<file path="src/rtl/lutram_test_pkg.sv">
// lutram_test_pkg: shared BIST state encoding, pattern selectors and the pat() generator.
// pat() returns a 64-bit word; callers truncate it to their data width (D_WIDTH <= 64).
package lutram_test_pkg;
   localparam int PAT_W = 64;
   typedef enum logic [2:0] {
      IDLE    = 3'd0,
      CLEAR   = 3'd1,
      VERIFY0 = 3'd2,
      WRITE   = 3'd3,
      READ    = 3'd4,
      DONE    = 3'd5
   } state_t;
   localparam logic [1:0] PAT_PARITY  = 2'd0;
   localparam logic [1:0] PAT_NPARITY = 2'd1;
   localparam logic [1:0] PAT_ONES    = 2'd2;
   localparam logic [1:0] PAT_ADDR    = 2'd3;
   function automatic logic [PAT_W-1:0] pat(input logic [1:0] m, input logic [PAT_W-1:0] a);
      return m == PAT_PARITY  ? {PAT_W{a[0]}} :
             m == PAT_NPARITY ? {PAT_W{~a[0]}} :
             m == PAT_ADDR    ? a : '1;
   endfunction
endpackage

</file>
<file path="src/rtl/lutram_bist_if.sv">
// lutram_bist_if: control/status bundle of lutram_bist.
// fault_inj is present only when LUTRAM_BIST_FAULT_INJECT_EN is defined.
interface lutram_bist_if #(
   parameter int A_WIDTH   = 5,
   parameter int ERR_WIDTH = A_WIDTH + 2
);
   logic                 start;
   logic [1:0]           mode;
   logic                 busy;
   logic                 done;
   logic                 pass;
   logic [ERR_WIDTH-1:0] err_count;
   logic                 first_err_valid;
   logic [A_WIDTH-1:0]   first_err_addr;
   logic                 first_err_port;
`ifdef LUTRAM_BIST_FAULT_INJECT_EN
   logic                 fault_inj;
   modport master (output start, mode, fault_inj,
                   input  busy, done, pass, err_count, first_err_valid, first_err_addr, first_err_port);
   modport slave  (input  start, mode, fault_inj,
                   output busy, done, pass, err_count, first_err_valid, first_err_addr, first_err_port);
`else
   modport master (output start, mode,
                   input  busy, done, pass, err_count, first_err_valid, first_err_addr, first_err_port);
   modport slave  (input  start, mode,
                   output busy, done, pass, err_count, first_err_valid, first_err_addr, first_err_port);
`endif
endinterface

</file>
<file path="src/rtl/lutram_dp_array.sv">
// lutram_dp_array: D_WIDTH-wide dual-port distributed RAM, async reads on a (spo) and dpra (dpo).
// At A_WIDTH=5 each bit is its own 32x1 dual-port cell so it maps onto one LUTRAM primitive per bit.
module lutram_dp_array #(
   parameter int A_WIDTH = 5,
   parameter int D_WIDTH = 1
) (
   input  logic               wclk,
   input  logic               we,
   input  logic [A_WIDTH-1:0] a,
   input  logic [A_WIDTH-1:0] dpra,
   input  logic [D_WIDTH-1:0] d,
   output logic [D_WIDTH-1:0] spo,
   output logic [D_WIDTH-1:0] dpo
);
   if (A_WIDTH == 5) begin : g_prim
      for (genvar b = 0; b < D_WIDTH; b++) begin : g_bit
         logic [31:0] r_mem;
         always_ff @(posedge wclk)
            if (we) r_mem[a] <= d[b];
         assign spo[b] = r_mem[a];
         assign dpo[b] = r_mem[dpra];
      end
   end else begin : g_inf
      logic [D_WIDTH-1:0] r_mem [2**A_WIDTH];
      always_ff @(posedge wclk)
         if (we) r_mem[a] <= d;
      assign spo = r_mem[a];
      assign dpo = r_mem[dpra];
   end
endmodule

</file>
<file path="src/rtl/lutram_bist.sv">
// lutram_bist: clear/verify0/write/read self-test of a dual-port LUTRAM, checking SPO and DPO every read cycle.
// Define LUTRAM_BIST_FAULT_INJECT_EN to add bus.fault_inj, which corrupts the word written at address 0.
module lutram_bist
   import lutram_test_pkg::*;
#(
   parameter int A_WIDTH   = 5,
   parameter int D_WIDTH   = 1,
   parameter int ERR_WIDTH = A_WIDTH + 2
) (
   input logic clk,
   input logic rst,
   lutram_bist_if.slave bus
);
   state_t               r_state;
   logic [A_WIDTH-1:0]   r_cnt;
   logic [1:0]           r_mode;
   logic [ERR_WIDTH-1:0] r_err;
   logic                 r_fev;
   logic [A_WIDTH-1:0]   r_fea;
   logic                 r_fep;
   logic                 r_pass;
   logic [A_WIDTH-1:0]   w_ncnt;
   logic                 w_we;
   logic                 w_last;
   logic                 w_rd;
   logic [D_WIDTH-1:0]   w_pat_s;
   logic [D_WIDTH-1:0]   w_pat_d;
   logic [D_WIDTH-1:0]   w_wd;
   logic [D_WIDTH-1:0]   w_spo;
   logic [D_WIDTH-1:0]   w_dpo;
   logic                 w_mis_s;
   logic                 w_mis_d;
   logic [ERR_WIDTH:0]   w_sum;
   logic [ERR_WIDTH-1:0] w_err_next;
   assign w_ncnt  = ~r_cnt;
   assign w_last  = r_cnt == '1;
   assign w_rd    = r_state == READ;
   assign w_we    = r_state == CLEAR || r_state == WRITE;
   assign w_pat_s = D_WIDTH'(pat(r_mode, PAT_W'(r_cnt)));
   assign w_pat_d = D_WIDTH'(pat(r_mode, PAT_W'(w_ncnt)));
`ifdef LUTRAM_BIST_FAULT_INJECT_EN
   assign w_wd = r_state != WRITE ? '0 : (bus.fault_inj && r_cnt == '0) ? ~w_pat_s : w_pat_s;
`else
   assign w_wd = r_state == WRITE ? w_pat_s : '0;
`endif
   lutram_dp_array #(.A_WIDTH(A_WIDTH), .D_WIDTH(D_WIDTH)) u_array (
      .wclk (clk),
      .we   (w_we),
      .a    (r_cnt),
      .dpra (w_ncnt),
      .d    (w_wd),
      .spo  (w_spo),
      .dpo  (w_dpo)
   );
   // VERIFY0 expects zeros on both ports; READ expects the pattern of each port's own address.
   assign w_mis_s    = (r_state == VERIFY0 || w_rd) && w_spo != (w_rd ? w_pat_s : '0);
   assign w_mis_d    = (r_state == VERIFY0 || w_rd) && w_dpo != (w_rd ? w_pat_d : '0);
   assign w_sum      = {1'b0, r_err} + (ERR_WIDTH+1)'(w_mis_s) + (ERR_WIDTH+1)'(w_mis_d);
   assign w_err_next = w_sum[ERR_WIDTH] ? '1 : w_sum[ERR_WIDTH-1:0];
   always_ff @(posedge clk) begin
      if (rst) begin
         r_state <= IDLE;
         r_cnt   <= '0;
         r_mode  <= '0;
         r_err   <= '0;
         r_fev   <= 1'b0;
         r_fea   <= '0;
         r_fep   <= 1'b0;
         r_pass  <= 1'b0;
      end else begin
         case (r_state)
            IDLE, DONE: begin
               if (bus.start) begin
                  r_state <= CLEAR;
                  r_cnt   <= '0;
                  r_mode  <= bus.mode;
                  r_err   <= '0;
                  r_fev   <= 1'b0;
                  r_fea   <= '0;
                  r_fep   <= 1'b0;
                  r_pass  <= 1'b0;
               end
            end
            default: begin
               r_cnt <= r_cnt + A_WIDTH'(1);
               r_err <= w_err_next;
               if (w_last)
                  r_state <= r_state == CLEAR ? VERIFY0 : r_state == VERIFY0 ? WRITE : r_state == WRITE ? READ : DONE;
               if (w_last && w_rd)
                  r_pass <= w_err_next == '0;
               // SPO has priority when both ports fail on the first failing cycle.
               if (!r_fev && (w_mis_s || w_mis_d)) begin
                  r_fev <= 1'b1;
                  r_fea <= w_mis_s ? r_cnt : w_ncnt;
                  r_fep <= !w_mis_s;
               end
            end
         endcase
      end
   end
   assign bus.busy            = r_state == CLEAR || r_state == VERIFY0 || r_state == WRITE || r_state == READ;
   assign bus.done            = r_state == DONE;
   assign bus.pass            = r_pass;
   assign bus.err_count       = r_err;
   assign bus.first_err_valid = r_fev;
   assign bus.first_err_addr  = r_fea;
   assign bus.first_err_port  = r_fep;
endmodule

</file>
<file path="src/flat_wrapper.sv">
// flat-port wrapper written by rule: the top's interface ports become plain ports
module lutram_bist_flat import lutram_test_pkg::*;
#(
   parameter int A_WIDTH   = 5,
   parameter int D_WIDTH   = 1,
   parameter int ERR_WIDTH = A_WIDTH + 2
)
  (clk, rst, bus_start, bus_mode, bus_busy, bus_done, bus_pass, bus_err_count, bus_first_err_valid, bus_first_err_addr, bus_first_err_port);
  lutram_bist_if #(.A_WIDTH(A_WIDTH), .ERR_WIDTH(ERR_WIDTH)) bus_i ();
  input logic clk;
  input logic rst;
  input wire logic [$bits(bus_i.start)-1:0] bus_start;
  input wire logic [$bits(bus_i.mode)-1:0] bus_mode;
  output wire logic [$bits(bus_i.busy)-1:0] bus_busy;
  output wire logic [$bits(bus_i.done)-1:0] bus_done;
  output wire logic [$bits(bus_i.pass)-1:0] bus_pass;
  output wire logic [$bits(bus_i.err_count)-1:0] bus_err_count;
  output wire logic [$bits(bus_i.first_err_valid)-1:0] bus_first_err_valid;
  output wire logic [$bits(bus_i.first_err_addr)-1:0] bus_first_err_addr;
  output wire logic [$bits(bus_i.first_err_port)-1:0] bus_first_err_port;
  assign bus_i.start = bus_start;
  assign bus_i.mode = bus_mode;
  assign bus_busy = bus_i.busy;
  assign bus_done = bus_i.done;
  assign bus_pass = bus_i.pass;
  assign bus_err_count = bus_i.err_count;
  assign bus_first_err_valid = bus_i.first_err_valid;
  assign bus_first_err_addr = bus_i.first_err_addr;
  assign bus_first_err_port = bus_i.first_err_port;
  lutram_bist #(.A_WIDTH(A_WIDTH), .D_WIDTH(D_WIDTH), .ERR_WIDTH(ERR_WIDTH)) u_core (.clk(clk), .rst(rst), .bus(bus_i));
endmodule
</file>
<file path="config.mk">
export PLATFORM = sky130hd
export DESIGN_NAME = lutram_bist_flat
export DESIGN_NICKNAME = d
export VERILOG_FILES = /design/src/rtl/lutram_test_pkg.sv /design/src/rtl/lutram_bist_if.sv /design/src/rtl/lutram_dp_array.sv /design/src/rtl/lutram_bist.sv /design/src/flat_wrapper.sv
export SDC_FILE = /design/constraint.sdc
export NUM_CORES = 1
export LEC_CHECK = 0
export BUFFER_PORTS_ARGS = -buffer_cell sky130_fd_sc_hd__clkbuf_2
export CAP_MARGIN = 40
export CORE_MARGIN = 8
export CORE_UTILIZATION = 51
export CTS_BUF_LIST = sky130_fd_sc_hd__clkbuf_8
export DETAILED_ROUTE_END_ITERATION = 12
export PLACE_DENSITY = 0.68
export SLEW_MARGIN = 20
export SYNTH_ARGS = -nofsm -noshare
export SYNTH_HDL_FRONTEND = slang
export SYNTH_SLANG_ARGS = --single-unit
</file>
<file path="constraint.sdc">
create_clock -name clk -period 5.9 [get_ports clk]
set_input_delay 1.18 -clock clk [delete_from_list [all_inputs] [get_ports clk]]
set_output_delay 1.18 -clock clk [all_outputs]
set_load 0.01 [all_outputs]
</file>
==> results by group, run 1 <==
Outcome
  • Outcome: finished clean

Timing
  • Worst-Margin Slew: 0.761 ns
  • Fin. Hold Viols: 0
  • Number of setup violations in the final report: 0
  • RSZ-0062 raised after global routing: false
  • Max-Slew Margin vs Limit: 49.3%
  • Hold_ws: 0.455 ns
  • Achievable Freq: 0.231 GHz
  • Post-route minimum period: approximately 4.3 ns
  • Slew Limit Fails: 0
  • Post-route setup TNS: 0 ns
  • Worst Skew: 0.0108 ns
  • Period utilisation layout: 73.3%
  • Final setup margin: ~1.6 ns

Worst setup path
  • Crit path max fanout: 30
  • CP most frequent cell: and3_1
  • Worst R2R Setup Slack: roughly 1.6 ns
  • Required @ worst endpoint: a little over 6 ns
  • Worst-path cell chain: mux4_2 > and3b_4 > nor3_4 > o211ai_4 > nor4b_4 > a311oi_4 > inv_2 > fa_1 > and3_1 > and3_1 > and3_1 > o21ai_0 > a21oi_1
  • Crit. Startpoint: u_core.r_cnt[0]
  • FF-to-FF End: u_core.bus.err_count[3]
  • Nature of the critical path startpoint: register
  • Delay-heaviest family, CP: simple AND/OR/NAND/NOR gates
  • WP depth: 13
  • CP max stage cell: dfxtp_2
  • Crit end category: register
  • Arrival time at the worst endpoint: 4.53 ns
  • Reg2Reg Depth: 13
  • Crit path buffers/inverters: 1
  • CP max stage delay: between 0.8 and 0.9 ns
  • CP endpoint: u_core.bus.err_count[3]
  • RR Startpoint: u_core.r_cnt[0]
  • WS Path Type: reg2reg

Synth
  • YS warnings: 0
  • Top post-synthesis cells by area: edfxtp_1 30%, dfxtp_1 15%, nor2_1 7.0%
  • Sequential-to-total area share from yosys stat: between 40% and 50%
  • Cells after Synth: 336
  • Most used DFF post-synth: edfxtp_1
  • Post-synth EDFFs: 32
  • Area leader, netlist: edfxtp_1
  • Synth unique cells: 53
  • Async SR Flop Fraction: 0%
  • FF+latch count, synth: 57
  • Synth Net Count: about 350
  • Synthesized area per cell: slightly below 10 um2
  • Post-synth top area share: between 20 and 30%
  • Cell Area, Synth: 0.00325 mm2

Power and ir drop
  • Clk pwr share: approximately two fifths
  • Worst vdd ir: approximately 0.15 mV
  • Sw Share: between 20% and 30%
  • Sequential power share: 50.9%
  • P per Cell Area: around 240 mW/mm2
  • Net switching power: 202 uW
  • Static Leak: 1.24 nW
  • Int Pwr: 647 uW
  • Gate power share: under 10%
  • Total power: about 850 uW

Layout
  • Fin util: approximately 57%
  • Synth-to-Final Area Change: 9.67%
  • Layout cell share with drive strength beyond 1: 14.6%
  • Non-Filler Instances: about 430
  • Ant diodes: 0
  • Finished Cell Area: approximately 0.0036 mm2
  • Fin nets: roughly 360

Drt
  • 1st-iter DRT viols: around 250
  • Vias: ~2500
  • DRC viols: 0
  • DR vias/cell: approximately 6
  • DRT Pass-1 Iters: 4
  • Routed Antenna Nets: 0
  • Routed wire per std cell: 16.5 um
  • Drt total wl: just over 7000 um

Floorplanning
  • Initial Utilization: approximately 52%
  • Die footprint: between 0.009 and 0.01 mm2
  • Die H: between 90 and 100 um
  • Core Box Area: about 0.0062 mm2
  • # rows: 29
  • Top Ports: 22
  • Die W: roughly 96 um

Clock tree
  • Post_cts resized: 0
  • CTS Buf Count: 9
  • Clk root buf: clkbuf_8
  • Post-CTS Hold Buffers: 0
  • H-tree Lvls: 3
  • Post-CTS Setup Bufs: 0
  • Clock latency at the later pin of the worst-skew pair: between 0.3 and 0.4 ns
  • Max Root-Sink Buffers: 2
  • Clock Sinks: 57
  • Clock-pin slew on the worst setup and hold paths: approximately 0.070 ns
  • CTS tree: yes

GRT
  • Largest net degree at the start of global routing: 31
  • Global-route wire length before repair: roughly 12000 um
  • Gr ovfl total: 0
  • Initial antenna violation count: 0
  • Total track usage: 17.4%
  • Number of global-route vias before repair: approximately 2500

Placed design
  • Dpl cells: between 400 and 500
  • Placer Congestion: a little under 0.9
  • Final HPWL DP: 4940 um
  • Area after DPL: approximately 0.0034 mm2
  • Post-Place Worst Slack: about 1.6 ns
  • # port buffers: 21

Worst hold path
  • WHS Path Cells: 2
  • Hold WC Path Type: reg2reg

Run
  • Max cap viols: 0
## sequential cells by signal, summed over array words and instances, names as in the netlist, named ones only
signal / count
u_core.bus.err_count: 7
u_core.bus.first_err_addr: 5
u_core.bus.first_err_port: 1
u_core.bus.first_err_valid: 1
u_core.bus.pass: 1
u_core.r_cnt: 5
u_core.r_mode: 2
u_core.r_state: 2
u_core.u_array.g_prim.g_bit.r_mem: 32
## power by group through the flow
stage	combinational (mW)	sequential (mW)	clock [mW]
3_3_place_gp	0.0660	0.440	0
3_5_place_dp	0.0664	0.441	0
2_1_floorplan	0.0591	0.432	0
5_1_grt	0.0737	0.433	0.372
4_1_cts	0.0669	0.432	0.356
6_report	0.0668	0.432	0.350
## worst min-delay path by stage
stage / start / to / slack (ns)
6_report: u_core.bus.first_err_port / u_core.bus.first_err_port / 0.46
5_1_grt: u_core.bus.first_err_port / u_core.bus.first_err_port / 0.48
4_1_cts: u_core.bus.first_err_port / u_core.bus.first_err_port / 0.46
3_5_place_dp: u_core.bus.first_err_port / u_core.bus.first_err_port / 0.45
3_3_place_gp: u_core.bus.first_err_port / u_core.bus.first_err_port / 0.44
2_1_floorplan: u_core.r_mode[1] / u_core.r_mode[1] / 0.47
## layer usage
metal	wire length (um)	share of wire, %	up-vias	global-route usage, %
met5	0	0	-	0
met4	128	1.8	0	8.32
met3	227	3.2	12	3.20
met2	3220	45	40	25.5
met1	3560	50	1229	24.2
li1	-	-	1258	-
## worst reg2reg max path, delay by kind of cell, from the launching register on
family,cells,cell delay [ns]
AND/OR/NAND/NOR,6,1.24
adder cells (fa/ha/maj),1,0.44
buffers and inverters,1,0.11
flip-flops,1,0.83
AO/OA/AOI/OAI,4,0.99
multiplexers,1,0.60
## kinds of logic (layout without fill, tap and decap cells)
kind of cell | count (synthesis) | count (layout) | share of synthesized area, %
and+or+nand+nor | 145 | 145 | 22.2
AOI/OAI and AO/OA | 63 | 63 | 13.2
DFF | 57 | 57 | 45.0
buffers and inverters | 32 | 51 | 4.43
muxes | 28 | 28 | 11.2
adders and majority gates | 7 | 7 | 2.93
xor gates and xnor gates | 4 | 4 | 1.08
## layout make-up
class | instances | area [um2]
Clock buffer | 10 | 138
Clock inverter | 6 | 50.0
Fill cell | 563 | 2680
Inverter | 11 | 41.3
Multi-Input combinational cell | 247 | 1640
Sequential cell | 57 | 1460
Tap cell | 77 | 96.3
Timing Repair Buffer | 24 | 131
## synth_stat cells, drive strengths merged, types with 2 or more instances
cell type	count
xor2	3
a31oi	2
or3b	3
nor3	13
nand2b	4
o211ai	2
and3	5
nor4b	2
o22ai	7
nand3b	4
nand2	24
ha	6
a41o	2
clkbuf	14
mux4	6
o21ai	18
buf	7
nor2	61
nand4	7
inv	11
o221ai	4
or3	2
nand3	10
mux2i	22
dfxtp	25
a311oi	2
nor2b	6
a21oi	20
edfxtp	32
## placed cells by master, fill, tap and decap left out, drive strengths merged, types with 7 or more instances in the layout
master / netlist / layout
nand3: 10 / 10
nand2: 24 / 24
nor2: 61 / 61
mux2i: 22 / 22
dfxtp: 25 / 25
o22ai: 7 / 7
clkbuf: 14 / 31
nor3: 13 / 13
a21oi: 20 / 20
nand4: 7 / 7
edfxtp: 32 / 32
o21ai: 18 / 18
inv: 11 / 12
Power figures use the tool's default switching activity.
==> run 2, diff against run 1 <==
==> constraint.sdc (replaced) <==
create_clock -name clk -period 4.37 [get_ports clk]
set_input_delay 0.874 -clock clk [delete_from_list [all_inputs] [get_ports clk]]
set_output_delay 0.874 -clock clk [all_outputs]
set_load 0.01 [all_outputs]
==> results by group, run 2 (synthesized netlist as in run 1, its figures left out) <==
Clock tree
  • Post_cts resized: 0 (unchanged)
  • H-tree Lvls: 3 (unchanged)
  • CTS Buf Count: 9 (unchanged)
  • Post-CTS Setup Bufs: 0 (unchanged)
  • Clock-pin slew on the worst setup and hold paths: 0.06 ns (about the same)
  • Max Root-Sink Buffers: 2 (unchanged)
  • Clock latency at the later pin of the worst-skew pair: 0.33 ns (about the same)
  • Clk root buf: clkbuf_8
  • CTS tree: yes
  • Clock Sinks: 57 (unchanged)
  • Post-CTS Hold Buffers: 0 (unchanged)

Drt
  • 1st-iter DRT viols: 236 (-4.8%)
  • Routed Antenna Nets: 0 (unchanged)
  • Drt total wl: 7460 um (+4.6%)
  • DR vias/cell: 6.08 (+3.4%)
  • Vias: 2643 (+4.1%)
  • Routed wire per std cell: 17.2 um (+3.9%)
  • DRT Pass-1 Iters: 5 (+1)
  • DRC viols: 0 (unchanged)

Layout
  • Layout cell share with drive strength beyond 1: 15.1% (+0.44 points)
  • Commonest cells after routing, fill and taps aside: 61 x nor2_1, 32 x edfxtp_1, 24 x nand2_1, 24 x dfxtp_1, 22 x mux2i_1
  • Ant diodes: 0 (unchanged)
  • Fin nets: 365 (+0.83%)
  • Largest register FFs: 32 (unchanged)
  • Biggest register: u_core.u_array.g_prim.g_bit.r_mem
  • Synth-to-Final Area Change: 9.47%
  • Non-Filler Instances: 435 (+0.69%)
  • Most common cell after layout, fill and taps aside: nor2_1
  • Fillcell total: 564 (+0.18%)
  • Fin util: 57.0% (-0.10 points)

GRT
  • Total track usage: 17.6% (+0.19 points)
  • Largest net degree at the start of global routing: 21 (-32%)
  • Gr ovfl total: 0 (unchanged)
  • Global-route wire length before repair: 12400 um (+0.33%)
  • Initial antenna violation count: 0 (unchanged)
  • Number of global-route vias before repair: 2486 (+0.61%)

Worst setup path
  • Nature of the critical path startpoint: register
  • CP max stage cell: dfxtp_1
  • Arrival time at the worst endpoint: 4.19 ns (-0.34 ns)
  • CP max stage delay: 0.61 ns (-0.22 ns)
  • Reg2Reg Depth: 14 (+1)
  • WS Path Type: reg2reg
  • CP most frequent cell: and3_1
  • Crit end category: register
  • Worst-path cell chain: or3b_1 > o21ai_0 > nor3_1 > o211ai_1 > xor2_1 > o21ai_1 > nand2_1 > inv_1 > fa_1 > and3_1 > and3_1 > and3_1 > o21ai_0 > a21oi_1
  • Required @ worst endpoint: 4.57 ns (-1.54 ns)
  • Crit path max fanout: 15 (-50%)
  • Worst R2R Setup Slack: 0.38 ns (-1.19 ns)

Timing
  • Slew Limit Fails: 0 (unchanged)
  • Max-Slew Margin vs Limit: 52.0% (+2.7 points)
  • Fin. Hold Viols: 0 (unchanged)
  • Number of setup violations in the final report: 0 (unchanged)
  • Post-route setup TNS: 0 ns (unchanged)
  • Period utilisation layout: 91.3% (+18 points)
  • Hold_ws: 0.453 ns (-0.00236 ns)
  • Worst Skew: 0.00754 ns (-0.00327 ns)
  • Achievable Freq: 0.251 GHz (+8.4%)
  • Worst-Margin Slew: 0.720 ns (-0.0405 ns)
  • RSZ-0062 raised after global routing: false
  • Post-route minimum period: 3.99 ns (-0.336 ns)

Floorplanning
  • Die footprint: 0.00918 mm2 (unchanged)
  • # rows: 29 (unchanged)
  • Initial Utilization: 52.1% (unchanged)
  • Top Ports: 22 (unchanged)
  • Die W: 95.8 um (unchanged)
  • Die H: 95.8 um (unchanged)
  • Core Box Area: 0.00624 mm2 (unchanged)

Run
  • Max cap viols: 0 (unchanged)

Worst hold path
  • WHS Path Cells: 2 (unchanged)
  • Hold WC Path Type: reg2reg

Power and ir drop
  • Worst vdd ir: 0.169 mV (+17%)
  • P per Cell Area: 302 mW/mm2 (+27%)
  • Static Leak: 1.25 nW (+0.31%)
  • Total power: 1.07 mW (+27%)

Placed design
  • Placer Congestion: 0.867 (-0.48%)
  • Final HPWL DP: 5110 um (+3.4%)
  • # port buffers: 21 (unchanged)
  • Dpl cells: 419 (+0.72%)

Outcome
  • Outcome: finished clean
[run 2: cell count changes in the layout (fill, tap and decap cells not counted), sizes merged]
cell / previous run / this run
buf: 3 / 6
inv: 12 / 14
bufinv: 1 / 0
clkbuf: 31 / 30
clkinv: 4 / 3
clkinvlp: 0 / 1
[run 2: routing by layer]
metal | routed length [um] | GRT usage [%]
met5 | 0 | 0
met4 | 159 | 7.81
met3 | 452 | 3.82
met1 | 3540 | 23.9
met2 | 3320 | 26.2
[run 2: critical path: cells and delay by family (launching register included)]
family | cells | cell delay [ns]
buffers and inverters | 1 | 0.09
xor gates and xnor gates | 1 | 0.22
AOI/OAI and AO/OA | 5 | 1.07
adders and majority gates | 1 | 0.44
DFF | 1 | 0.61
and+or+nand+nor | 6 | 1.44
[run 2: per-stage QoR]
step	worst slack (ns)	cell area, um2
after floorplan	0.932	3250
after global placement	0.574	3390
after detailed placement	0.489	3400
after CTS	0.485	3560
after global routing	0.122	3560
final	0.380	3560
[run 2: cell type report]
cell class / instances / area [um2] / share of cell area [%]
Clock buffer: 9 / 124 / 3.48
Tap cell: 77 / 96.3 / 2.71
Multi-Input combinational cell: 247 / 1640 / 46.2
Inverter: 11 / 41.3 / 1.16
Clock inverter: 7 / 31.3 / 0.879
Sequential cell: 57 / 1460 / 41.1
Timing Repair Buffer: 27 / 158 / 4.43
[run 2: power by group]
part	leakage [nW]	total [mW]	internal, mW	switching, mW
Sequential	0.461	0.581	0.566	0.0154
Clock	0.0879	0.398	0.194	0.203
Combinational	0.697	0.0953	0.0378	0.0575
[run 2: worst paths after layout]
path                        startpoint                        end
max                    u_core.r_cnt[2]    u_core.bus.err_count[4]
min          u_core.bus.first_err_port  u_core.bus.first_err_port
max reg2reg            u_core.r_cnt[2]    u_core.bus.err_count[4]
min reg2reg  u_core.bus.first_err_port  u_core.bus.first_err_port
==> run 3, diff against run 2 <==
--- a/config.mk
+++ b/config.mk
@@ -15,4 +15,5 @@
 export SLEW_MARGIN = 20
 export SYNTH_ARGS = -nofsm -noshare
 export SYNTH_HDL_FRONTEND = slang
+export SYNTH_HIERARCHICAL = 1
 export SYNTH_SLANG_ARGS = --single-unit
==> results by group, run 3 <==
Synth
  • Top cells by count, synth: 56 x nor2_1, 32 x edfxtp_1, 25 x dfxtp_1
  • Area leader, netlist: edfxtp_1
  • Compound-Gate Fraction of Synth Area: 12.3% (-0.91 points)
  • Post-synthesis simple-gate area fraction: 21.6% (-0.66 points)
  • XOR/XNOR Fraction of Synth Area: 3.59% (+2.5 points)
  • Sequential-to-total area share from yosys stat: 43.6% (-1.3 points)
  • FF+latch count, synth: 57 (unchanged)
  • Largest family of logic cells by synthesized area: simple AND/OR/NAND/NOR gates
  • Post-synth top area share: 28.7% (-0.87 points)
  • Most used DFF post-synth: edfxtp_1
  • Post-synth EDFFs: 32 (unchanged)
  • Synthesized area per cell: 9.76 um2 (+0.94%)
  • Top post-synthesis cells by area: edfxtp_1 29%, dfxtp_1 15%, nor2_1 6.3%
  • Synth unique cells: 54 (+1.9%)
  • Mux contribution to synthesized area: 11.8% (+0.60 points)
  • YS warnings: 6 (+6)
  • Synth Net Count: 352 (+1.1%)
  • Cells after Synth: 343 (+2.1%)
  • Async SR Flop Fraction: 0% (unchanged)
  • Synth Area in Adders: 1.72% (-1.2 points)
  • Cell Area, Synth: 0.00335 mm2 (+3.0%)
  • Most frequent cell after synthesis: nor2_1

Floorplanning
  • Core Box Area: 0.00635 mm2 (+1.7%)
  • Initial Utilization: 52.7% (+0.66 points)
  • Die footprint: 0.00941 mm2 (+2.5%)
  • Die W: 97.0 um (+1.3%)
  • # rows: 29 (unchanged)
  • Die H: 97.0 um (+1.3%)
  • Top Ports: 22 (unchanged)

Layout
  • Commonest cells after routing, fill and taps aside: 56 x nor2_1, 32 x edfxtp_1, 25 x dfxtp_1
  • Area of the multi-input gates: 0.00171 mm2 (+3.7%)
  • Sequential cell area: 0.00146 mm2 (about the same)
  • Most common cell after layout, fill and taps aside: nor2_1
  • Biggest register: u_core/u_array/g_prim.g_bit.r_mem
  • Synth-to-Final Area Change: 10.3%
  • Fin nets: 368 (+0.82%)
  • Ant diodes: 0 (unchanged)
  • Finished Cell Area: 0.00369 mm2 (+3.8%)
  • Layout cell share with drive strength beyond 1: 14.0% (-1.1 points)
  • Fillcell total: 523 (-7.3%)
  • Non-Filler Instances: 441 (+1.4%)
  • Largest register FFs: 32 (unchanged)

Timing
  • Period utilisation layout: 91.6% (+0.31 points)
  • Post-route setup TNS: 0 ns (unchanged)
  • Slew Limit Fails: 0 (unchanged)
  • Worst Skew: 0.0114 ns (+0.00389 ns)
  • Fin. Hold Viols: 0 (unchanged)
  • Achievable Freq: 0.250 GHz (-0.34%)
  • Post-route minimum period: 4.00 ns (+0.0136 ns)
  • Worst-Margin Slew: 0.824 ns (+0.104 ns)
  • Max-Slew Margin vs Limit: 44.9% (-7.1 points)
  • Number of setup violations in the final report: 0 (unchanged)
  • RSZ-0062 raised after global routing: false

Clock tree
  • CTS Buf Count: 9 (unchanged)
  • CTS tree: yes
  • Post-CTS Setup Bufs: 0 (unchanged)
  • Post-CTS Hold Buffers: 0 (unchanged)
  • Post_cts resized: 0 (unchanged)
  • Clk root buf: clkbuf_8
  • Clock Sinks: 57 (unchanged)
  • H-tree Lvls: 3 (unchanged)
  • Clock latency at the later pin of the worst-skew pair: 0.34 ns (about the same)
  • Clock-pin slew on the worst setup and hold paths: 0.07 ns (about the same)
  • Max Root-Sink Buffers: 2 (unchanged)

Outcome
  • Outcome: finished clean

GRT
  • Global-route wire length before repair: 12600 um (+1.5%)
  • Largest net degree at the start of global routing: 33 (+57%)
  • Initial antenna violation count: 0 (unchanged)
  • Total track usage: 16.3% (-1.3 points)
  • Gr ovfl total: 0 (unchanged)
  • Number of global-route vias before repair: 2504 (+0.72%)

Worst setup path
  • Arrival time at the worst endpoint: 4.28 ns (+0.09 ns)
  • Crit path max fanout: 14 (-1)
  • Crit end category: register
  • WS Path Type: reg2reg
  • Crit. Startpoint: u_core/r_cnt[0]
  • FF-to-FF End: u_core/bus.pass
  • Nature of the critical path startpoint: register
  • RR Startpoint: u_core/r_cnt[0]
  • Worst R2R Setup Slack: 0.37 ns (about the same)
  • Reg2Reg Depth: 13 (-1)
  • CP endpoint: u_core/bus.pass
  • Required @ worst endpoint: 4.64 ns (+0.07 ns)

Drt
  • DR vias/cell: 6.00 (-1.2%)
  • DRC viols: 0 (unchanged)
  • 1st-iter DRT viols: 163 (-31%)
  • DRT Pass-1 Iters: 4 (-1)
  • Routed wire per std cell: 17.5 um (+1.7%)
  • Vias: 2646 (+0.11%)
  • Routed Antenna Nets: 0 (unchanged)
  • Drt total wl: 7700 um (+3.1%)

Placed design
  • # port buffers: 21 (unchanged)
  • Final HPWL DP: 5220 um (+2.0%)
  • Area after DPL: 0.00346 mm2 (+1.7%)
  • Dpl cells: 424 (+1.2%)
  • Placer Congestion: 0.844 (-2.6%)

Worst hold path
  • Hold WC Path Type: reg2reg

Power and ir drop
  • Sw Share: 23.6% (-2.1 points)
  • Gate power share: 7.0% (-1.9 points)
  • Clk pwr share: 45.0% (+8.0 points)
  • Int Pwr: 921 uW (+15%)
  • P per Cell Area: 327 mW/mm2 (+8.1%)
  • Net switching power: 284 uW (+3.0%)
  • Worst vdd ir: 0.253 mV (+50%)
  • Sequential power share: 48.1% (-6.0 points)
  • Static Leak: 1.34 nW (+7.8%)

Run
  • Max cap viols: 0 (unchanged)
## run 3: cell count changes after synthesis, sizes merged, moves of 6 or more
cell / before / now
nand3b: 4 / 10
xnor2: 1 / 10
nand4: 7 / 1
nand2: 24 / 18
## run 3: routing by layer
metal / vias to the layer above / wire, um / part of all wire [%] / global-route usage (%)
li1: 1281 / - / - / -
met2: 58 / 3490 / 45 / 24.5
met5: - / 0 / 0 / 0
met4: 0 / 95 / 1.2 / 7.69
met1: 1298 / 3840 / 50 / 21.8
met3: 9 / 279 / 3.6 / 3.06
## run 3: worst min path at each step
stage                                from                         end  slack [ns]  cells after the start
2_1_floorplan  u_core/bus.first_err_valid  u_core/bus.first_err_valid        0.49                      2
3_3_place_gp   u_core/bus.first_err_valid  u_core/bus.first_err_valid        0.46                      2
3_5_place_dp   u_core/bus.first_err_valid  u_core/bus.first_err_valid        0.49                      2
4_1_cts        u_core/bus.first_err_valid  u_core/bus.first_err_valid        0.50                      2
5_1_grt        u_core/bus.first_err_valid  u_core/bus.first_err_valid        0.52                      2
6_report       u_core/bus.first_err_valid  u_core/bus.first_err_valid        0.50                      2
## run 3: cells by family after synthesis
group | count (synthesis)
xor+xnor | 12
fa+ha+maj | 4
mux | 27
compound gates | 64
buf+inv | 37
flops | 57
simple gates | 142
## run 3: power by group through the flow
stage          Clock [mW]  Combinational (mW)  Sequential [mW]
3_5_place_dp            0              0.0827            0.592
2_1_floorplan           0              0.0759            0.583
4_1_cts             0.548              0.0834            0.580
3_3_place_gp            0              0.0820            0.592
6_report            0.542              0.0838            0.580
5_1_grt             0.573              0.0927            0.582
## run 3: layout make-up
| class | count | share of cell area, % |
|---|---|---|
| well taps | 77 | 2.61 |
| clock inverters | 7 | 2.58 |
| inverters | 16 | 1.63 |
| flip-flops and latches | 57 | 39.6 |
| multi-input cells | 249 | 46.2 |
| clock buffers | 9 | 3.35 |
| repair buffers | 26 | 4.07 |
## run 3: per-stage QoR
| step | total power, mW | worst slack, ns | utilization (%) | hold WS, ns |
|---|---|---|---|---|
| after CTS | 1.21 | 0.369 | 57.9 | 0.499 |
| after global routing | 1.25 | 0.112 | 58.1 | 0.517 |
| after global placement | 0.674 | 0.493 | 54.5 | 0.461 |
| after detailed placement | 0.674 | 0.374 | 54.5 | 0.489 |
| final | 1.21 | 0.366 | 58.1 | 0.499 |
| after floorplan | 0.658 | 0.558 | - | 0.489 |
## run 3: critical path, stage by stage (launching register included)
cell and delay [ns]:
dfxtp_1 0.73, mux4_1 0.63, inv_1 0.07, o22ai_1 0.07
or4_1 0.58, nor4bb_1 0.18, a2bb2oi_1 0.18, nand3_1 0.16
fa_1 0.44, ha_1 0.31, nor4_1 0.23, o2111a_1 0.21
mux2i_1 0.06, nor2_1 0.09
